### src/rtl/matrix_stream_out_pkg.sv
// Shared types and sizing for the matrix stream egress block and its index counter.
package matrix_stream_out_pkg;

    localparam int unsigned WIDTH_BIT = 2;
    localparam int unsigned WIDTH  = 1 << WIDTH_BIT;
    localparam int unsigned DATA_W = 32;

    typedef enum logic [1:0] {
        StIdle,
        StSend,
        StDone
    } state_e;

    typedef logic [WIDTH_BIT-1:0]                          idx_t;
    typedef logic [0:1][WIDTH_BIT-1:0]                     size_t;
    typedef logic [0:WIDTH-1][0:WIDTH-1][DATA_W-1:0]       mat_t;

endpackage

### src/rtl/matrix_index_counter.sv
// Row-major (row, col) walker over an active rows x cols window; wraps to (0,0) after the last element.
module matrix_index_counter
    import matrix_stream_out_pkg::*;
(
    input  logic                 clk,
    input  logic                 rst_n,
    input  logic                 clear,
    input  logic                 advance,
    input  logic [WIDTH_BIT-1:0] rows_m1,
    input  logic [WIDTH_BIT-1:0] cols_m1,
    output logic [WIDTH_BIT-1:0] row,
    output logic [WIDTH_BIT-1:0] col,
    output logic                 at_last
);

    idx_t row_q, row_d;
    idx_t col_q, col_d;

    always_comb begin
        row_d = row_q;
        col_d = col_q;
        if (clear) begin
            row_d = '0;
            col_d = '0;
        end else if (advance) begin
            if (col_q == cols_m1) begin
                col_d = '0;
                row_d = (row_q == rows_m1) ? '0 : idx_t'(row_q + 1'b1);
            end else begin
                col_d = idx_t'(col_q + 1'b1);
            end
        end
    end

    always_ff @(posedge clk or negedge rst_n) begin
        if (!rst_n) begin
            row_q <= '0;
            col_q <= '0;
        end else begin
            row_q <= row_d;
            col_q <= col_d;
        end
    end

    assign row     = row_q;
    assign col     = col_q;
    assign at_last = (row_q == rows_m1) && (col_q == cols_m1);

endmodule

### src/rtl/matrix_stream_out.sv
// Captures a WIDTH x WIDTH matrix on start and streams its active sub-matrix row-major,
// one element per valid/ready beat, followed by a one-cycle done pulse.
module matrix_stream_out
    import matrix_stream_out_pkg::*;
(
    input  logic                 clk,
    input  logic                 rst_n,
    input  logic                 start,
    input  size_t                size,
    input  mat_t                 mat,
    output logic                 busy,
    output logic                 out_valid,
    input  logic                 out_ready,
    output logic [DATA_W-1:0]    out_data,
    output logic [WIDTH_BIT-1:0] out_row,
    output logic [WIDTH_BIT-1:0] out_col,
    output logic                 out_last,
    output logic                 done
);

    state_e state_q, state_d;
    mat_t   buf_q, buf_d;
    size_t  size_q, size_d;
    logic   valid_q, valid_d;
    logic   busy_q, busy_d;
    logic   done_q, done_d;

    logic   cnt_clear, cnt_advance, at_last;
    idx_t   row, col;

    always_comb begin
        state_d     = state_q;
        buf_d       = buf_q;
        size_d      = size_q;
        valid_d     = valid_q;
        busy_d      = busy_q;
        done_d      = done_q;
        cnt_clear   = 1'b0;
        cnt_advance = 1'b0;
        unique case (state_q)
            StIdle: begin
                if (start) begin
                    buf_d     = mat;
                    size_d    = size;
                    cnt_clear = 1'b1;
                    state_d   = StSend;
                    valid_d   = 1'b1;
                    busy_d    = 1'b1;
                end
            end
            StSend: begin
                if (valid_q && out_ready) begin
                    cnt_advance = 1'b1;
                    if (at_last) begin
                        state_d = StDone;
                        valid_d = 1'b0;
                        done_d  = 1'b1;
                    end
                end
            end
            StDone: begin
                state_d = StIdle;
                done_d  = 1'b0;
                busy_d  = 1'b0;
            end
            default: begin
                state_d = StIdle;
                valid_d = 1'b0;
                busy_d  = 1'b0;
                done_d  = 1'b0;
            end
        endcase
    end

    always_ff @(posedge clk or negedge rst_n) begin
        if (!rst_n) begin
            state_q <= StIdle;
            buf_q   <= '0;
            size_q  <= '0;
            valid_q <= 1'b0;
            busy_q  <= 1'b0;
            done_q  <= 1'b0;
        end else begin
            state_q <= state_d;
            buf_q   <= buf_d;
            size_q  <= size_d;
            valid_q <= valid_d;
            busy_q  <= busy_d;
            done_q  <= done_d;
        end
    end

    matrix_index_counter u_index (
        .clk     (clk),
        .rst_n   (rst_n),
        .clear   (cnt_clear),
        .advance (cnt_advance),
        .rows_m1 (size_q[0]),
        .cols_m1 (size_q[1]),
        .row     (row),
        .col     (col),
        .at_last (at_last)
    );

    // Index registers only move on a transfer, so data/row/col hold under backpressure.
    assign out_data  = buf_q[row][col];
    assign out_row   = row;
    assign out_col   = col;
    assign out_last  = at_last & valid_q;
    assign out_valid = valid_q;
    assign busy      = busy_q;
    assign done      = done_q;

endmodule
### config.mk
export PLATFORM = sky130hd
export DESIGN_NAME = matrix_stream_out
export DESIGN_NICKNAME = d
export VERILOG_FILES = /design/src/rtl/matrix_stream_out_pkg.sv /design/src/rtl/matrix_index_counter.sv /design/src/rtl/matrix_stream_out.sv
export SDC_FILE = /design/constraint.sdc
export NUM_CORES = 1
export LEC_CHECK = 0
export ABC_CLOCK_PERIOD_IN_PS = 2800
export BUFFER_PORTS_ARGS = -buffer_cell sky130_fd_sc_hd__buf_2
export CORE_UTILIZATION = 25
export DETAILED_ROUTE_END_ITERATION = 10
export HOLD_SLACK_MARGIN = 0.03
export PLACE_DENSITY = 0.53
export SKIP_CTS_REPAIR_TIMING = 1
export SLEW_MARGIN = 25
export SYNTH_ARGS = -nofsm -noshare
export SYNTH_HDL_FRONTEND = slang
export SYNTH_SLANG_ARGS = --single-unit
export TNS_END_PERCENT = 1
### constraint.sdc
create_clock -name clk -period 2.8 [get_ports clk]
set_input_delay 0.56 -clock clk [delete_from_list [all_inputs] [get_ports clk]]
set_output_delay 0.56 -clock clk [all_outputs]
set_load 0.02 [all_outputs]
## Word-level counts from Yosys, hierarchy flattened

Cells that the tools add are included.

| storage, ports and cells | value |
|---|---|
| register bits | 525 |
| input bits | 520 |
| output and inout bits | 40 |
| word-level logic and storage cells | 81 |

| cells by class | value |
|---|---|
| add/subtract/negate cells | 2 |
| $lt $le $gt $ge | 2 |
| eq/ne operators | 7 |
| multiplexer cells | 29 |
| bitwise logic cells | 6 |
| reductions and logical operators | 11 |

Operator list:

| kind | count |
|---|---|
| $bmux W128 S2 | 1 |
| $mux W128 | 2 |
| $bmux W32 S2 | 1 |
| $mux W32 | 2 |
| $mux W2 | 10 |
| $mux W1 | 9 |
| $ge A3 B3 Y1 const B | 2 |
| $ne A2 B2 Y1 const B | 3 |
| $not A2 Y3 | 2 |
| $reduce_and A2 Y1 | 3 |
| $reduce_and A3 Y1 | 2 |
| $add A2 B1 Y2 const B | 2 |
| $eq A2 B2 Y1 | 2 |
| $pmux W1 S2 | 2 |
| $pmux W2 S2 | 1 |
| $reduce_and A4 Y1 | 1 |
| $reduce_bool A2 Y1 | 2 |
| $not A1 Y1 | 3 |
| $pmux W1 S3 | 1 |
| $eq A2 B1 Y1 const B | 1 |
| $eq A2 B2 Y1 const B | 1 |
| $logic_and A1 B1 Y1 | 2 |
| $logic_not A2 Y1 | 1 |
| $and A1 B1 Y1 | 1 |

## Logic depth before layout (Yosys ltp)

| logic depth | value |
|---|---|
| word-level depth | 7 |
| depth in mapped cells | 7 |
| gate-level depth less buffers | 4 |

## Modules after synthesis

From an unflattened synthesis, not the netlist that was laid out.

| second synthesis, totals | value |
|---|---|
| cells, all modules | 1405 |
| area total of the unflattened synthesis | 23214.8 um^2 |

Modules (own cells, without submodules):

| module | times used | cells an instance | area an instance (um^2) | sequential area each (um^2) |
|---|---|---|---|---|
| matrix_stream_out | 1 | 1378 | 22959.5 | 13037.5 |
| matrix_index_counter | 1 | 27 | 255.2 | 100.1 |

## Worst setup path after synthesis

No wires, ideal clock.

| path | value |
|---|---|
| path kind | reg2out |
| from | reg u_index.row_q[1], in the netlist u_index.row[1] |
| to | out out_data[11] |
| arrival | 1.689 ns |
| data required time | 2.240 ns |
| setup slack | 0.551 ns |
| stages on the path, launching flop included | 6 |
| path through | dfrtp_1 -> buf_6 -> buf_6 -> mux4_2 -> a22oi_1 -> nand2_1 |

| on the way | value |
|---|---|
| word-level cells in the longest chain between the ends | 7 |

RTL lines:

| what | line | source |
|---|---|---|
| start: declaration | matrix_index_counter.sv:16 | `idx_t row_q, row_d;` |
| start signal: assignment | matrix_index_counter.sv:40 | `row_q <= row_d;` |
| $not A2 Y3 (implied by the code) | matrix_stream_out.sv:106 | `assign out_data = buf_q[row][col];` |
| $bmux W128 S2 | matrix_stream_out.sv:106 |  |
| $mux W128 (implied by the code) (2 in series) | matrix_stream_out.sv:106 |  |
| $bmux W32 S2 | matrix_stream_out.sv:106 |  |
| $mux W32 (implied by the code) (2 in series) | matrix_stream_out.sv:106 |  |
| end: declaration | matrix_stream_out.sv:14 | `output logic [DATA_W-1:0] out_data,` |

No other way between the ends. The select of a mux whose other input is x is not followed.

## Worst setup path after layout

| path | value |
|---|---|
| from | reg u_index.row_q[0], in the netlist u_index.row[0] |
| to | out out_data[12] |

The elaborated chain is that of the path after synthesis.

==> impl_metrics.toml <==
[setup_path]
arrival_ns = 2.61
endpoint = "out_data[12]"
critPathCaptureType = "output port"
timing.rr.end = "out_valid"
worstSetupStartpoint = "u_index.row[0]"
reg2reg_depth = 8
rrSetupSlack_ns = 0.55
crit_path_max_fanout = 8
critPathKind = "register to output port"
start_kind = "register"
worstReg2RegStart = "u_index.row[0]"
cp.required_ns = 2.24

[route]
antenna_left = 0
detail_route.wl_per_cell_um = 23.04
drt-vias-per-instance = 4.517
finalWirelength_um = 81070
dr.pass1.iters = 6
detailroute.via_count = 15892
drc = 0
drt_first_iter_violations = 732

[logic_synthesis]
synth_adder_area_share = 0
synth_simple_gate_area_frac = 0.01995
synth-compound-area-share = 0.03379
synth_cells = 1551
ys_ff_latch = 525
ys_dominant_reg_cell = "sky130_fd_sc_hd__dfrtp_1"
yosys-mux-area-fraction = 0.3598
synth.yosys.seq_area_share = 0.5543
syn-num-nets = 2071
synth_enable_flop_cells = 0
combinational_family_with_the_most_area_after_synthesis = "multiplexers"
async_set_or_reset_flop_fraction_in_the_synthesized_netlist = 1.000
post_synth_xor_area_fraction = 0.001478
post_synth_num_cell_types = 36
synthesis.area_per_instance_um2 = 15.28
syn-cell-area_um2 = 23700
synthesis.yosys.warnings = 0

[timing]
hold_viol = 0
slew-limit-headroom = 0.5621
post-route-period-util = 1.133
final-max-slew-violation-count = 0
rsz_0062_raised_after_global_routing = "yes"
fmaxAchievable_mhz = 315.3
period_minus_slack_ns = 3.171
worst_slew_pin_slew_ns = 0.6568
report.final.setup_viol = 33
final.hold.worst_slack_ns = 0.1259
timing.clock.skew_ns = 0.01390
timing.final.ws_setup_ns = -0.3712
setup_total_negative_slack_ns = -10.23

[global_routing]
grt_pass1_vias = 17330
grt_antenna_before_repair = 49
grt_overflow = 0
grt_first_pass_wirelength_um = 112500
gr-usage-all-layers = 0.1596
pin_count_of_the_biggest_net_entering_global_routing = 102

[clock_tree]
cts.htree.levels = 2
worst_setup_hold_path_clk_slew_ns = 0.06
root_buffer_cell = "sky130_fd_sc_hd__clkbuf_16"
cts_sinks = 525
tritoncts_clock_tree = "built"
cts_max_path_buffers = 3
worst_skew_pair.late_latency_ns = 0.64
tritoncts.num_buffers = 61

[placement]
dp_hpwl_um = 57630
place_congestion = 0.8290
port_buffers = 559

[pwr]
leakage_power_nw = 13.65
vdd_ir_max_uv = 620.2
powerDensity_nw_per_um2 = 1197
totalPowerFinal_mw = 37.62

[floorplan]
std_cell_rows = 112
die_height_um = 309.9
initial_core_util = 0.2532
dieArea_um2 = 96040
top_level_ports = 560
fp.coreArea_um2 = 93610
fp.dieW_um = 309.9

[final_layout]
area_delta_synth_final_pct = 32.62
layout-drive-gt1-share = 0.5471
final_nets = 2726

[worst_hold_path]
worst_hold_class = "input pin to register"
hp-start = "mat[221]"

[flow_run]
max_cap_viol_count = 0

[status]
violations = "setup timing"
outcome = "complete, but fails checks"
worst max-delay path, stage by stage (launching register included):
cell                        delay [ns]
sky130_fd_sc_hd__dfrtp_4          0.47
sky130_fd_sc_hd__buf_6            0.17
sky130_fd_sc_hd__clkbuf_16        0.20
sky130_fd_sc_hd__mux4_2           0.51
sky130_fd_sc_hd__a22oi_1          0.33
sky130_fd_sc_hd__nand2_1          0.10
sky130_fd_sc_hd__buf_2            0.17
placed cells by master (no fill, tap or decap), types with 3 or more instances in the layout:
cell type	count
sky130_fd_sc_hd__dfrtp_1	521
sky130_fd_sc_hd__buf_12	29
sky130_fd_sc_hd__nand2_2	4
sky130_fd_sc_hd__nor2_1	4
sky130_fd_sc_hd__a22oi_1	59
sky130_fd_sc_hd__clkinvlp_4	3
sky130_fd_sc_hd__o21ai_0	4
sky130_fd_sc_hd__buf_2	549
sky130_fd_sc_hd__buf_8	3
sky130_fd_sc_hd__mux2_1	205
sky130_fd_sc_hd__nor2_4	4
sky130_fd_sc_hd__nand2b_1	3
sky130_fd_sc_hd__mux4_2	67
sky130_fd_sc_hd__nand3_2	7
sky130_fd_sc_hd__diode_2	12
sky130_fd_sc_hd__nand3_1	24
sky130_fd_sc_hd__clkbuf_8	13
sky130_fd_sc_hd__buf_16	4
sky130_fd_sc_hd__nand2_1	32
sky130_fd_sc_hd__mux2i_1	121
sky130_fd_sc_hd__buf_4	83
sky130_fd_sc_hd__clkinv_2	8
sky130_fd_sc_hd__clkbuf_1	20
sky130_fd_sc_hd__xor2_1	3
sky130_fd_sc_hd__a22oi_2	34
sky130_fd_sc_hd__clkbuf_16	72
sky130_fd_sc_hd__buf_6	24
sky130_fd_sc_hd__inv_1	4
sky130_fd_sc_hd__mux2_2	309
sky130_fd_sc_hd__a21oi_1	5
cells by family (layout without fill, tap and decap cells):
| family | after synthesis | in the layout |
|---|---|---|
| xor gates and xnor gates | 4 | 4 |
| other | 0 | 12 |
| buffers and inverters | 114 | 815 |
| and+or+nand+nor | 95 | 95 |
| muxes | 704 | 704 |
| DFF | 525 | 525 |
| AOI/OAI and AO/OA | 109 | 109 |
power by group:
part           switching, mW  internal (mW)  total, mW
Sequential              2.07           11.5       13.6
Combinational           7.90           8.44       16.3
Clock                   3.27           4.44       7.71
Total                   13.2           24.4       37.6
worst min path at each step:
stage	to	slack, ns	depth (start not counted)
after floorplan	buf_q[0]	0.26	0
after global placement	buf_q[327]	0.46	1
after detailed placement	buf_q[325]	0.47	1
after CTS	buf_q[216]	-0.22	1
after global routing	buf_q[450]	0.08	2
final	buf_q[221]	0.13	2
per-layer routing:
layer	track usage	up-vias	wire length (um)
li1	-	7117	-
met1	0.2063	8120	34560
met2	0.2532	464	37920
met3	0.05251	147	6393
met4	0.04605	44	1915
met5	0	-	286
registers in the layout, indices dropped and copies added (netlist names):
| signal | count |
|---|---|
| buf_q | 512 |
| busy | 1 |
| done | 1 |
| out_valid | 1 |
| size_q | 4 |
| state_q | 2 |
| u_index.col | 2 |
| u_index.row | 2 |
final cells by class:
cell class | instances | area [um2]
fillers | 9371 | 62180
flip-flops and latches | 525 | 13150
multi-input cells | 912 | 10150
repair buffers | 702 | 4612
clock buffers | 96 | 1831
well taps | 1254 | 1569
clock inverters | 13 | 80.08
diodes | 12 | 30.03
inverters | 4 | 15.01
stage by stage:
| step | utilization | cells | setup slack (ns) | instance area, um2 |
|---|---|---|---|---|
| global route | 0.3357 | 3514 | -0.4867 | 31420 |
| CTS | 0.3236 | 3446 | -1.039 | 30290 |
| global placement | 0.3029 | 3336 | -0.3206 | 28360 |
| detailed placement | 0.3032 | 3337 | -0.2993 | 28380 |
| floorplan | - | 1551 | 0.5506 | 23700 |
| finish | 0.3358 | 3518 | -0.3712 | 31430 |
cell usage after synthesis (2+ instances only):
library cell / instances / area [um2]
sky130_fd_sc_hd__mux2_1: 205 / 2308
sky130_fd_sc_hd__inv_1: 4 / 15.01
sky130_fd_sc_hd__nand2b_1: 3 / 18.77
sky130_fd_sc_hd__mux2i_1: 123 / 1231
sky130_fd_sc_hd__nand3_1: 33 / 165.2
sky130_fd_sc_hd__buf_2: 47 / 235.2
sky130_fd_sc_hd__nor2_1: 7 / 26.28
sky130_fd_sc_hd__a21o_1: 2 / 15.01
sky130_fd_sc_hd__clkbuf_1: 11 / 41.29
sky130_fd_sc_hd__a22oi_1: 93 / 698.2
sky130_fd_sc_hd__xor2_1: 3 / 26.28
sky130_fd_sc_hd__o21ai_0: 4 / 20.02
sky130_fd_sc_hd__buf_1: 3 / 11.26
sky130_fd_sc_hd__a21oi_1: 5 / 25.02
sky130_fd_sc_hd__dfrtp_1: 525 / 13140
sky130_fd_sc_hd__buf_6: 15 / 168.9
sky130_fd_sc_hd__nand2_1: 37 / 138.9
sky130_fd_sc_hd__buf_4: 34 / 255.2
sky130_fd_sc_hd__mux2_2: 309 / 3480
sky130_fd_sc_hd__and2_1: 3 / 18.77
sky130_fd_sc_hd__nor2b_1: 4 / 25.02
sky130_fd_sc_hd__mux4_2: 67 / 1509
Note: power is estimated with default switching activity, not from simulation.
